==> src/rtl/multiplicador_sequencial.sv <==
// Shift-and-add unsigned multiplier: N-bit x N-bit -> 2N-bit product in N iterations.
// Start/done handshake: Iniciar is accepted only while Pronto=1; Fim pulses for one cycle
// when Produto has just been updated. Produto holds until the next completed operation.
module multiplicador_sequencial #(
  parameter int unsigned N = 5
) (
  input  logic           clock,
  input  logic           reset,
  input  logic           Iniciar,
  input  logic [2*N-1:0] Fatores,
  output logic           Pronto,
  output logic           Fim,
  output logic [2*N-1:0] Produto
);

  localparam int unsigned CntW = (N > 1) ? $clog2(N) : 1;
  localparam logic [CntW-1:0] CntLast = CntW'(N - 1);

  typedef enum logic [1:0] {
    StOcioso  = 2'd0,
    StCalcula = 2'd1,
    StFim     = 2'd2
  } estado_e;

  estado_e         r_estado;
  estado_e         w_estado_prox;
  logic [N-1:0]    r_a;
  logic [N-1:0]    r_b;
  logic [2*N-1:0]  r_acc;
  logic [CntW-1:0] r_cnt;
  logic [2*N-1:0]  r_produto;

  logic            w_aceita;
  logic            w_ultimo;
  logic [2*N-1:0]  w_parcial;
  logic [2*N-1:0]  w_acc_prox;

  // Start is only honoured when idle; requests in other states are dropped, not queued.
  assign w_aceita = (r_estado == StOcioso) && Iniciar;
  assign w_ultimo = (r_estado == StCalcula) && (r_cnt == CntLast);

  // Partial product for the current iteration: A weighted by the bit position of B[0].
  always_comb begin
    w_parcial  = {{N{1'b0}}, r_a} << r_cnt;
    w_acc_prox = r_acc;
    if (r_b[0]) begin
      w_acc_prox = r_acc + w_parcial;
    end
  end

  // State register.
  always_ff @(posedge clock) begin
    if (reset) begin
      r_estado <= StOcioso;
    end else begin
      r_estado <= w_estado_prox;
    end
  end

  // Next-state logic: fixed N-cycle CALCULA, one-cycle FIM, then back to idle.
  always_comb begin
    w_estado_prox = r_estado;
    unique case (r_estado)
      StOcioso: begin
        if (Iniciar) begin
          w_estado_prox = StCalcula;
        end
      end
      StCalcula: begin
        if (r_cnt == CntLast) begin
          w_estado_prox = StFim;
        end
      end
      StFim: begin
        w_estado_prox = StOcioso;
      end
      default: begin
        w_estado_prox = StOcioso;
      end
    endcase
  end

  // Operand, accumulator and counter registers.
  always_ff @(posedge clock) begin
    if (reset) begin
      r_a   <= '0;
      r_b   <= '0;
      r_acc <= '0;
      r_cnt <= '0;
    end else if (w_aceita) begin
      r_a   <= Fatores[2*N-1:N];
      r_b   <= Fatores[N-1:0];
      r_acc <= '0;
      r_cnt <= '0;
    end else if (r_estado == StCalcula) begin
      r_acc <= w_acc_prox;
      r_b   <= r_b >> 1;
      r_cnt <= r_cnt + 1'b1;
    end
  end

  // Result register: loaded with the final accumulation on the edge that enters FIM.
  always_ff @(posedge clock) begin
    if (reset) begin
      r_produto <= '0;
    end else if (w_ultimo) begin
      r_produto <= w_acc_prox;
    end
  end

  // Handshake outputs are pure decodes of the state register, so they are glitch-free
  // and mutually exclusive.
  assign Pronto  = (r_estado == StOcioso);
  assign Fim     = (r_estado == StFim);
  assign Produto = r_produto;

endmodule

==> config.mk <==
export PLATFORM = sky130hd
export DESIGN_NAME = multiplicador_sequencial
export DESIGN_NICKNAME = d
export VERILOG_FILES = /design/src/rtl/multiplicador_sequencial.sv
export SDC_FILE = /design/constraint.sdc
export NUM_CORES = 1
export LEC_CHECK = 0
export BUFFER_PORTS_ARGS = -buffer_cell sky130_fd_sc_hd__buf_2
export CAP_MARGIN = 40
export CORE_ASPECT_RATIO = 1.2
export CORE_MARGIN = 10
export CORE_UTILIZATION = 57
export DETAILED_ROUTE_END_ITERATION = 16
export GPL_ROUTABILITY_DRIVEN = 0
export PLACE_DENSITY = 0.78
export REMOVE_ABC_BUFFERS = 1
export SLEW_MARGIN = 40
export SYNTH_ARGS = -nofsm -noshare
export SYNTH_HDL_FRONTEND = slang
export SYNTH_SLANG_ARGS = --single-unit
==> constraint.sdc <==
create_clock -name clock -period 4 [get_ports clock]
set_input_delay 0 -clock clock [delete_from_list [all_inputs] [get_ports clock]]
set_output_delay 0 -clock clock [all_outputs]
set_load 0.005 [all_outputs]
* After elaboration in Yosys (flattened, before gate mapping)
Cells that the tools add are included.
** Cells by class
- $add $sub $neg :: 2
- Reduce and logical (&&, ||, !) cells :: 6
- Shift-type cells :: 1
- Mux-type cells :: 6
- Eq/ne operators :: 5
** Operators with widths (count)
- adder 10 bit :: 1
- 2-to-1 mux 10 bit :: 1
- 2-to-1 mux 5 bit :: 2
- left shift 5 x 3 -> 10 bit :: 1
- 2-to-1 mux 2 bit :: 2
- inequality test 2 bit (second input constant) :: 2
- one-hot mux 2 bit (2 select lines) :: 1
- adder 3 x 1 -> 3 bit (second input constant) :: 1
- == test 3 bit (second input constant) :: 1
- == test 2 x 1 -> 1 bit (second input constant) :: 1
- == test 2 bit (second input constant) :: 1
- logical AND 1 bit :: 2
- logical NOT 2 bit :: 1
- AND reduction 2 bit :: 1
- nonzero test 2 bit :: 1
- OR reduction 2 bit :: 1
** Storage, ports and cells
- Output and inout bits :: 12
- Logic and storage cells :: 26
- Bits in registers :: 35
- Input port bits :: 13

* Longest topological paths before layout
Gate-level depths: netlist of run 1.
- Word-level depth :: 3
- Gate-level depth with buffers :: 13
- Mapped depth without buffers :: 12

* Worst setup path before layout of run 1
Ideal clock, no wire load.
- Path type :: register -> register
- Start :: register r_cnt[0]
- End :: register r_produto[9], in the netlist Produto[9]
- Library setup time :: 91 ps
- Arrival time :: 2726 ps
- Path slack :: 1183 ps
- Stages on the path, launching flop included :: 11
- Data required time :: 3909 ps
- Buffers on the path :: 1
- Clock period less this slack :: 2817 ps
- Path through :: dfxtp_1 > clkbuf_1 > mux2i_1 > nor3_1 > ha_1 > a21oi_1 > nand4b_1 > a211o_4 > and3_2 > or4_1 > a311oi_1
** On the way
- Cells in the longest elaborated chain, start to end :: 3
- Elaborated cells between the ends (all ways) :: 5
- Classes of those cells :: add/sub: 1; eq/ne: 1; shift: 1; mux: 1; reduce/logical: 1
** RTL lines
- start, declared :: line 30 : logic [CntW-1:0] r_cnt;
- start signal, assigned :: line 98 : r_cnt <= r_cnt + 1'b1;
- left shift 5 x 3 -> 10 bit :: line 44 : w_parcial = {{N{1'b0}}, r_a} << r_cnt;
- adder 10 bit :: line 47 : w_acc_prox = r_acc + w_parcial;
- 2-to-1 mux 10 bit :: line 46 : if (r_b[0]) begin
- end signal, assigned :: line 107 : r_produto <= w_acc_prox;
- end, declared :: line 31 : logic [2*N-1:0] r_produto;
Several ways; a longest one is shown, not always the timed one.
A chain may end at the register's enable or synchronous reset.

* Worst setup path after layout of run 1
- Start :: register r_cnt[1]
- End :: register r_produto[9], in the netlist Produto[9]
The elaborated chain is that of the path after synthesis.

==> results of run 1 <==
power groups by stage:
| stage | Combinational, mW | Clock [mW] | Sequential [mW] |
|---|---|---|---|
| finish | 0.0880 | 0.284 | 0.371 |
| global placement | 0.0790 | 0 | 0.378 |
| detailed placement | 0.0793 | 0 | 0.378 |
| global route | 0.100 | 0.309 | 0.372 |
| floorplan | 0.0551 | 0 | 0.375 |
| CTS | 0.0874 | 0.291 | 0.370 |
flip-flops by register name (all words and copies together) (netlist names):
signal,count
r_estado,2
r_cnt,3
r_a,5
Produto,10
r_acc,10
r_b,5
worst min-delay path by stage:
| stage | start | end | slack [ns] | cells after the start |
|---|---|---|---|---|
| floorplan | reset | r_a[0] | 0.07 | 1 |
| global route | reset | r_b[4] | 0.18 | 2 |
| finish | reset | r_estado[1] | 0.15 | 2 |
| CTS | reset | r_b[1] | 0.14 | 2 |
| detailed placement | Fatores[7] | r_a[2] | 0.25 | 3 |
| global placement | Fatores[8] | r_a[3] | 0.24 | 3 |
metrics by stage:
step	std cells	power (mW)
global placement	307	0.4573
floorplan	245	0.4301
CTS	325	0.7486
global route	325	0.7806
finish	325	0.7432
detailed placement	307	0.4577
Yosys cell counts (all sizes together), types with 3 or more instances:
cell    count
or4         3
a211oi      7
nand3       6
inv         6
dfxtp      35
clkbuf      8
nand2      48
mux2i       8
nor2b       5
a21oi      34
a22oi       4
o31ai       3
ha         11
nor3        4
nand2b      5
o21ai       7
nor2       28
xnor2       6
worst max-delay path: stages, from the launching register on:
cell	delay, ns
dfxtp_1	0.54
mux2_4	0.34
o21ai_0	0.21
o22ai_1	0.12
ha_1	0.36
nand4b_1	0.18
a211o_4	0.38
and3_2	0.19
or4_1	0.39
a311oi_1	0.24
cell families after synthesis:
logic type	after synthesis	share of synthesized area
AND/OR/NAND/NOR	106	0.2337
AO/OA/AOI/OAI	68	0.2113
flip-flops	35	0.3480
buffers and inverters	17	0.04537
adder cells (fa/ha/maj)	12	0.07831
multiplexers	10	0.05283
XOR/XNOR	7	0.03045
layout make-up:
type / instances / area, um2
clock buffers: 7 / 96.34
clock inverters: 1 / 7.507
fillers: 298 / 1039
inverters: 7 / 26.28
multi-input cells: 203 / 1224
flip-flops and latches: 35 / 700.7
well taps: 37 / 46.29
repair buffers: 35 / 227.7
what timing repair did:
action,CTS,global route
hold buffers,10,0
hold endpoints to repair,10,0
resized for setup,0,0
buffers inserted,0,0
metal layers:
metal,global-route usage,vias up,share of wire
met4,0.07333,0,0.024
met3,0.05012,11,0.061
met2,0.2640,45,0.48
met5,0,-,0
met1,0.1823,844,0.43
li1,-,964,-
==> impl_results.md, run 1 <==
- Outcome: completed
- Net Sw Frac: 0.2566
- Synth unique cells: 43
- Post-DR vias/cell: 5.735
- Global-route wire length before repair: 8197 um
- Clk_skew: 0.005096 ns
- Clock Tree Root: clkbuf_8
- Nets: 312
- NetSw: 0.1907 mW
- Crit path max fanout: 10
- ANT cells: 0
- Clock power frac: 0.383
- VDD IR-drop max: 0.0002784 V
- Post-synth EDFFs: 0
- DR iter-0 viols: 128
- Max Cap Viol: 0
- Setup TNS: 0 ns
- Yosys top cell area share: 0.3480
- Lkg Pwr: 0.9068 nW
- Site Rows: 23
- Worst skew pair latency: 0.29 ns
- Pwr Density: 319.2 nW/um2
- Die height: 85.10 um
- Seq pwr share: 0.499
- Most common cell after layout, fill and taps aside: nand2_1
- Clock transition at the registers of the reported paths: 0.07 ns
- Initial Util: 0.5979
- Dpl hpwl: 3274 um
- Crit path DAT: 3.25 ns
- Worst setup path category: reg2reg
- Final worst slack: 0.9490 ns
- Worst Path Required: 4.20 ns
- Ys Warns: 0
- Gr usage total: 0.1604
- Die X: 74.25 um
- Tcrit/Tclk final: 0.7627
- Pre-CTS setup slack: 0.9672 ns
- Antenna violations before repair: 0
- # DRC: 0
- RSZ-0062 raised after global routing: false
- Area delta synth->final: 15.66%
- Synth Flop Type: dfxtp_1
- Critical Path Source: r_cnt[1]
- CP Capture Type: register
- Reg2reg start: r_cnt[1]
- Clk buf depth: 2
- Worst reg2reg setup slack: 0.95 ns
- Largest cells by area after synthesis: dfxtp_1 35%, nand2_1 8.8%, a21oi_1 8.2%, ha_1 6.8%, nor2_1 5.2%
- CP Launch Type: register
- Int Pwr: 0.5525 mW
- IO Pins: 25
- Largest net degree at the start of global routing: 25
- Via count: 1864
- Area after DPL: 2125 um2
- Post-Syn Area per Cell: 7.895 um2
- Wire length per cell: 14.61 um
- Die area: 6319 um2
- Hold Slack: 0.1476 ns
- Share of layout cells above drive strength 1: 0.1389
- CTS tree: built
- Post-synthesis sequential area ratio: 0.3480
- Worst hold path class: in2reg
- Most frequent cells in the layout: 47 x nand2_1, 35 x dfxtp_1, 33 x a21oi_1
- CTS sink cnt: 35
- Worst slew margin relative to its limit: 0.5781
- Setup Viol. Count Final: 0
- Yosys reg bits: 35
- Cells after Synth: 255
- Post-route minimum period: 3.051 ns
- Final Cell Area: 2328 um2
- CTS Buf Count: 5
- Post-Syn Area: 2013 um2
- Port Buf Inserts: 24
- Fmax achieved: 0.3278 GHz
- Core area: 3367 um2
- Final Hold Vio Count: 0
- Number of global-route vias before repair: 1818
- DRT antenna net count: 0
- R2r worst-path depth: 9
- Combinational power share: 0.118
- DR pass1 iterations: 4
- Worst setup endpoint: Produto[9]
- Fraction of registers with async set/reset: 0
- Area leader, netlist: dfxtp_1
- H-tree depth: 2
- Reg2reg end: Produto[9]
- GRT overflow: 0
- Final core utilization: 0.6916
- Actual transition at the worst max-transition pin: 0.6322 ns
- Detailed Route WL: 4748 um
- Max Slew Vio Count: 0
Power figures use the tool's default switching activity.
==> inputs of run 2 (changes only) <==
- clock period: 4 -> 3.15 ns (I/O delays scaled with it)
==> run 2 against run 1 <==
Sequential cell count unchanged. Sequential share of layout area shrank 0.24 points. Worst setup slack got worse by 0.72 ns. Routed wire length down 0.65%. Largest cell class unchanged. Die area did not move. Global-route usage up 0.23 points. Register-to-register slack got worse by 0.72 ns. Maximum frequency rose by 4.6%. Total power increased by 33%. Design area increased by 0.97%.
==> impl_results.md, run 2 (synthesized netlist as in run 1, its figures left out) <==
- Clock transition at the registers of the reported paths: 0.07 ns (about the same)
- DR iter-0 viols: 142 (was 128)
- Setup TNS: 0 ns (unchanged)
- Area delta synth->final: 16.78% (was 15.66%)
- Detailed Route WL: 4717 um (was 4748 um)
- Worst Path Required: 3.36 ns (was 4.20 ns)
- Final Hold Vio Count: 0 (unchanged)
- DRT antenna net count: 0 (unchanged)
- CP Capture Type: register (unchanged)
- Initial Util: 0.5979 (unchanged)
- Via count: 1889 (was 1864)
- Worst slew margin relative to its limit: 0.5865 (was 0.5781)
- Worst reg2reg setup slack: 0.23 ns (was 0.95 ns)
- Setup Viol. Count Final: 0 (unchanged)
- Clock Tree Root: clkbuf_8 (unchanged)
- DR pass1 iterations: 4 (unchanged)
- # DRC: 0 (unchanged)
- RSZ-0062 raised after global routing: false (unchanged)
- Gr usage total: 0.1626 (was 0.1604)
- Most frequent cells in the layout: 47 x nand2_1, 34 x dfxtp_1, 33 x a21oi_1 (was 47 x nand2_1, 35 x dfxtp_1, 33 x a21oi_1)
- Postcts setup bufs: 0 (unchanged)
- Antenna violations before repair: 0 (unchanged)
- Site Rows: 23 (unchanged)
- DR WL met2: 2299 um (was 2278 um)
- Outcome: completed (unchanged)
- VDD IR-drop max: 0.0004163 V (was 0.0002784 V)
- Area after DPL: 2137 um2 (was 2125 um2)
- Number of global-route vias before repair: 1854 (was 1818)
- Dpl hpwl: 3282 um (was 3274 um)
- CTS sink cnt: 35 (unchanged)
- CP Launch Type: register (unchanged)
- Metal1 wirelength: 2013 um (was 2065 um)
- Die X: 74.25 um (unchanged)
- ANT cells: 0 (unchanged)
- Hold Slack: 0.1258 ns (was 0.1476 ns)
- Port Buf Inserts: 24 (unchanged)
- Core area: 3367 um2 (unchanged)
- Pwr Density: 419.9 nW/um2 (was 319.2 nW/um2)
- Clk buf depth: 2 (unchanged)
- Fmax achieved: 0.3427 GHz (was 0.3278 GHz)
- Actual transition at the worst max-transition pin: 0.6180 ns (was 0.6322 ns)
- Crit path DAT: 3.13 ns (was 3.25 ns)
- Die area: 6319 um2 (unchanged)
- Post-DR vias/cell: 5.777 (was 5.735)
- H-tree depth: 2 (unchanged)
- Met3 wire len: 335 um (was 291 um)
- Filler Cell Count: 283 (was 298)
- Most common cell after layout, fill and taps aside: nand2_1 (unchanged)
- Die height: 85.10 um (unchanged)
- Post-route minimum period: 2.918 ns (was 3.051 ns)
- Clk_skew: 0.005828 ns (was 0.005096 ns)
- Global-route wire length before repair: 8424 um (was 8197 um)
- Tcrit/Tclk final: 0.9264 (was 0.7627)
- CTS tree: built (unchanged)
- Share of layout cells above drive strength 1: 0.1448 (was 0.1389)
- GRT overflow: 0 (unchanged)
- Lkg Pwr: 0.9259 nW (was 0.9068 nW)
- IO Pins: 25 (unchanged)
- Pwr Total: 0.9871 mW (was 0.7432 mW)
- Worst skew pair latency: 0.29 ns (about the same)
- CTS Buf Count: 5 (unchanged)
- Nets: 314 (was 312)
- Worst setup path category: reg2reg (unchanged)
- Worst hold path class: in2reg (unchanged)
- Max Slew Vio Count: 0 (unchanged)
- Final Cell Area: 2351 um2 (was 2328 um2)
- Max Cap Viol: 0 (unchanged)
- Largest net degree at the start of global routing: 25 (unchanged)
- Uppermost layer routed: met4 (unchanged)
- Crit path max fanout: 10 (unchanged)
- Wire length per cell: 14.43 um (was 14.61 um)
==> run 2: changes by cell type in the layout (fill, tap and decap cells not counted) <==
cell / previous run / this run
clkinv_4: 0 / 1
nor2_2: 1 / 0
clkinvlp_4: 1 / 0
clkinv_2: 0 / 1
bufinv_16: 0 / 1
dfxtp_1: 35 / 34
clkbuf_8: 7 / 5
buf_4: 1 / 3
nor2_1: 27 / 28
dfxtp_2: 0 / 1
==> run 2: critical path, stage by stage, from the launching register on <==
cell and delay [ns]:
dfxtp_2 0.45, mux2_4 0.32, o21ai_0 0.20, o22ai_1 0.11, ha_1 0.36, nand4b_1 0.18
a211o_4 0.38, and3_2 0.20, or4_1 0.39, a311oi_1 0.24
==> run 2: metal layers <==
layer  GRT usage  vias to the layer above
met5           0                        -
met1      0.1889                      855
li1            -                      968
met4     0.07167                        0
met2      0.2694                       59
met3     0.04312                        7
==> run 2: path summary, 6_finish.rpt <==
| kind | cells past startpoint | from | endpoint |
|---|---|---|---|
| hold reg to reg | 2 | r_b[3] | r_b[3] |
| setup / recovery | 9 | r_cnt[1] | Produto[9] |
| hold / removal | 2 | reset | Produto[2] |
| setup reg to reg | 9 | r_cnt[1] | Produto[9] |
==> run 2: stage by stage <==
step | setup WS (ns) | std cells | util
3_5_place_dp | 0.1315 | 309 | 0.6347
3_3_place_gp | 0.1911 | 309 | 0.6347
5_1_grt | 0.05837 | 327 | 0.6983
2_1_floorplan | 0.3072 | 245 | -
4_1_cts | 0.1081 | 327 | 0.6979
6_report | 0.2319 | 327 | 0.6983
==> run 2: what timing repair did <==
item | CTS | global route
hold endpoints to repair | 10 | 0
gates resized for setup | 0 | 1
hold buffers | 10 | 0
endpoints found under the setup margin | 0 | 1
==> run 2: power breakdown <==
part | switching (mW) | internal (mW)
registers | 0.0151 | 0.454
logic | 0.0642 | 0.0492
clock network | 0.169 | 0.235
==> run 2: cell type report <==
cell class	instances	area, um2	area share
multi-input cells	203	1221	0.5194
inverters	7	26.28	0.01118
flip-flops and latches	35	701.9	0.2986
clock inverters	3	43.79	0.01863
repair buffers	37	242.7	0.1032
well taps	37	46.29	0.01969
clock buffers	5	68.82	0.02927
==> inputs of run 3 (changes only) <==
- RECOVER_POWER: not set -> 50
==> run 3 against run 2 <==
Sequential share of layout area grew 0.14 points. Routed wire length hardly changed. Clock power barely moved. Via count fell by 0.26%. Critical path type unchanged. Largest power group unchanged. Highest routed layer unchanged.
==> impl_results.md, run 3 (synthesized netlist as in run 1, its figures left out) <==
- Combinational power share: 0.114 (was 0.115)
- Clock transition at the registers of the reported paths: 0.07 ns (about the same)
- Actual transition at the worst max-transition pin: 0.6137 ns (was 0.6180 ns)
- Global-route wire length before repair: 8424 um (unchanged)
- CP Capture Type: register (unchanged)
- Pwr Density: 421.1 nW/um2 (was 419.9 nW/um2)
- CP Launch Type: register (unchanged)
- Detailed Route WL: 4714 um (was 4717 um)
- Final Hold Vio Count: 0 (unchanged)
- Max Cap Viol: 0 (unchanged)
- Outcome: completed (unchanged)
- H-tree depth: 2 (unchanged)
- Share of layout cells above drive strength 1: 0.1207 (was 0.1448)
- Via count: 1884 (was 1889)
- Worst skew pair latency: 0.29 ns (about the same)
- Clk_skew: 0.004378 ns (was 0.005828 ns)
- CTS tree: built (unchanged)
- NetSw: 0.2474 mW (was 0.2481 mW)
- ANT cells: 0 (unchanged)
- Dpl hpwl: 3282 um (unchanged)
- Largest net degree at the start of global routing: 25 (unchanged)
- Most frequent cells in the layout: 47 x nand2_1, 34 x dfxtp_1, 33 x a21oi_1 (unchanged)
- # DRC: 0 (unchanged)
- DRT antenna net count: 0 (unchanged)
- VDD IR-drop max: 0.0004189 V (was 0.0004163 V)
- Int Pwr: 0.7378 mW (was 0.7391 mW)
- Post-route minimum period: 2.920 ns (was 2.918 ns)
- Postcts setup bufs: 0 (unchanged)
- Area delta synth->final: 16.22% (was 16.78%)
- Initial Util: 0.5979 (unchanged)
- Worst hold path class: in2reg (unchanged)
- Number of global-route vias before repair: 1854 (unchanged)
- Setup TNS: 0 ns (unchanged)
- Setup Viol. Count Final: 0 (unchanged)
- Max Slew Vio Count: 0 (unchanged)
- Fmax achieved: 0.3425 GHz (was 0.3427 GHz)
- Tcrit/Tclk final: 0.9269 (was 0.9264)
- Final core utilization: 0.6949 (was 0.6983)
- Worst Path Required: 3.36 ns (about the same)
- Gr usage total: 0.1626 (unchanged)
- Post-DR vias/cell: 5.761 (was 5.777)
- GRT overflow: 0 (unchanged)
- Crit path max fanout: 10 (unchanged)
- Lkg Pwr: 0.8973 nW (was 0.9259 nW)
- Clock power frac: 0.410 (was 0.409)
- Site Rows: 23 (unchanged)
- RSZ-0062 raised after global routing: false (unchanged)
- Port Buf Inserts: 24 (unchanged)
- Die X: 74.25 um (unchanged)
- Wire length per cell: 14.42 um (was 14.43 um)
- DR iter-0 viols: 137 (was 142)
- Crit path DAT: 3.13 ns (about the same)
- Core area: 3367 um2 (unchanged)
- Nets: 314 (unchanged)
- Die area: 6319 um2 (unchanged)
- Worst slew margin relative to its limit: 0.5894 (was 0.5865)
- DR pass1 iterations: 4 (unchanged)
- Seq pwr share: 0.477 (was 0.476)
- CTS Buf Count: 5 (unchanged)
- Most common cell after layout, fill and taps aside: nand2_1 (unchanged)
- Area after DPL: 2137 um2 (unchanged)
- IO Pins: 25 (unchanged)
- Net Sw Frac: 0.2511 (was 0.2513)
- Worst setup path category: reg2reg (unchanged)
- Clock Tree Root: clkbuf_8 (unchanged)
- CTS sink cnt: 35 (unchanged)
- Antenna violations before repair: 0 (unchanged)
- Clk buf depth: 2 (unchanged)
- Hold Slack: 0.1244 ns (was 0.1258 ns)
- Die height: 85.10 um (unchanged)
- Final Cell Area: 2340 um2 (was 2351 um2)
run 3: critical path, cell delays in order, from the launching register on:
cell and delay, ns:
dfxtp_2 0.45, mux2_4 0.32, o21ai_0 0.20, o22ai_1 0.11
ha_1 0.36, nand4b_1 0.18, a211o_4 0.38, and3_2 0.20
or4_1 0.39, a311oi_1 0.24
run 3: stage by stage:
stage / total power [mW] / worst slack [ns] / instances
2_1_floorplan: 0.5462 / 0.3072 / 245
3_5_place_dp: 0.5822 / 0.1315 / 309
4_1_cts: 0.9948 / 0.1081 / 327
5_1_grt: 1.028 / 0.05837 / 327
6_report: 0.9852 / 0.2303 / 327
3_3_place_gp: 0.5812 / 0.1911 / 309
run 3: path summary, 6_finish.rpt:
check | startpoint | to | slack (ns) | depth (start not counted)
setup reg to reg | r_cnt[1] | Produto[9] | 0.23 | 9
hold reg to reg | r_b[3] | r_b[3] | 0.46 | 2
setup / recovery | r_cnt[1] | Produto[9] | 0.23 | 9
hold / removal | reset | Produto[2] | 0.12 | 2
run 3: area by class of cell:
class	instances	area, um2
clock buffer	5	68.82
multi-input combinational	203	1221
clock inverter	3	43.79
inverter	7	26.28
timing repair buffer	37	231.5
fill	291	1027
sequential	35	701.9
tap	37	46.29
run 3: power by group through the flow:
stage / clock network [mW] / registers, mW / logic (mW)
floorplan: 0 / 0.476 / 0.0700
CTS: 0.413 / 0.469 / 0.113
finish: 0.404 / 0.470 / 0.112
global placement: 0 / 0.479 / 0.102
global route: 0.426 / 0.471 / 0.130
detailed placement: 0 / 0.479 / 0.103
run 3: what timing repair did:
action,4_1_cts,5_1_grt
endpoints found under the hold margin,10,0
endpoints found under the setup margin,0,1
hold buffers,10,0
resized for setup,0,1
run 3: per-layer routing:
metal,up-vias,track usage,routed length [um],share of wire
met5,-,0,0,0
met4,0,0.07167,105,0.022
met3,10,0.04312,361,0.077
met2,62,0.2694,2274,0.48
met1,841,0.1889,1973,0.42
li1,971,-,-,-
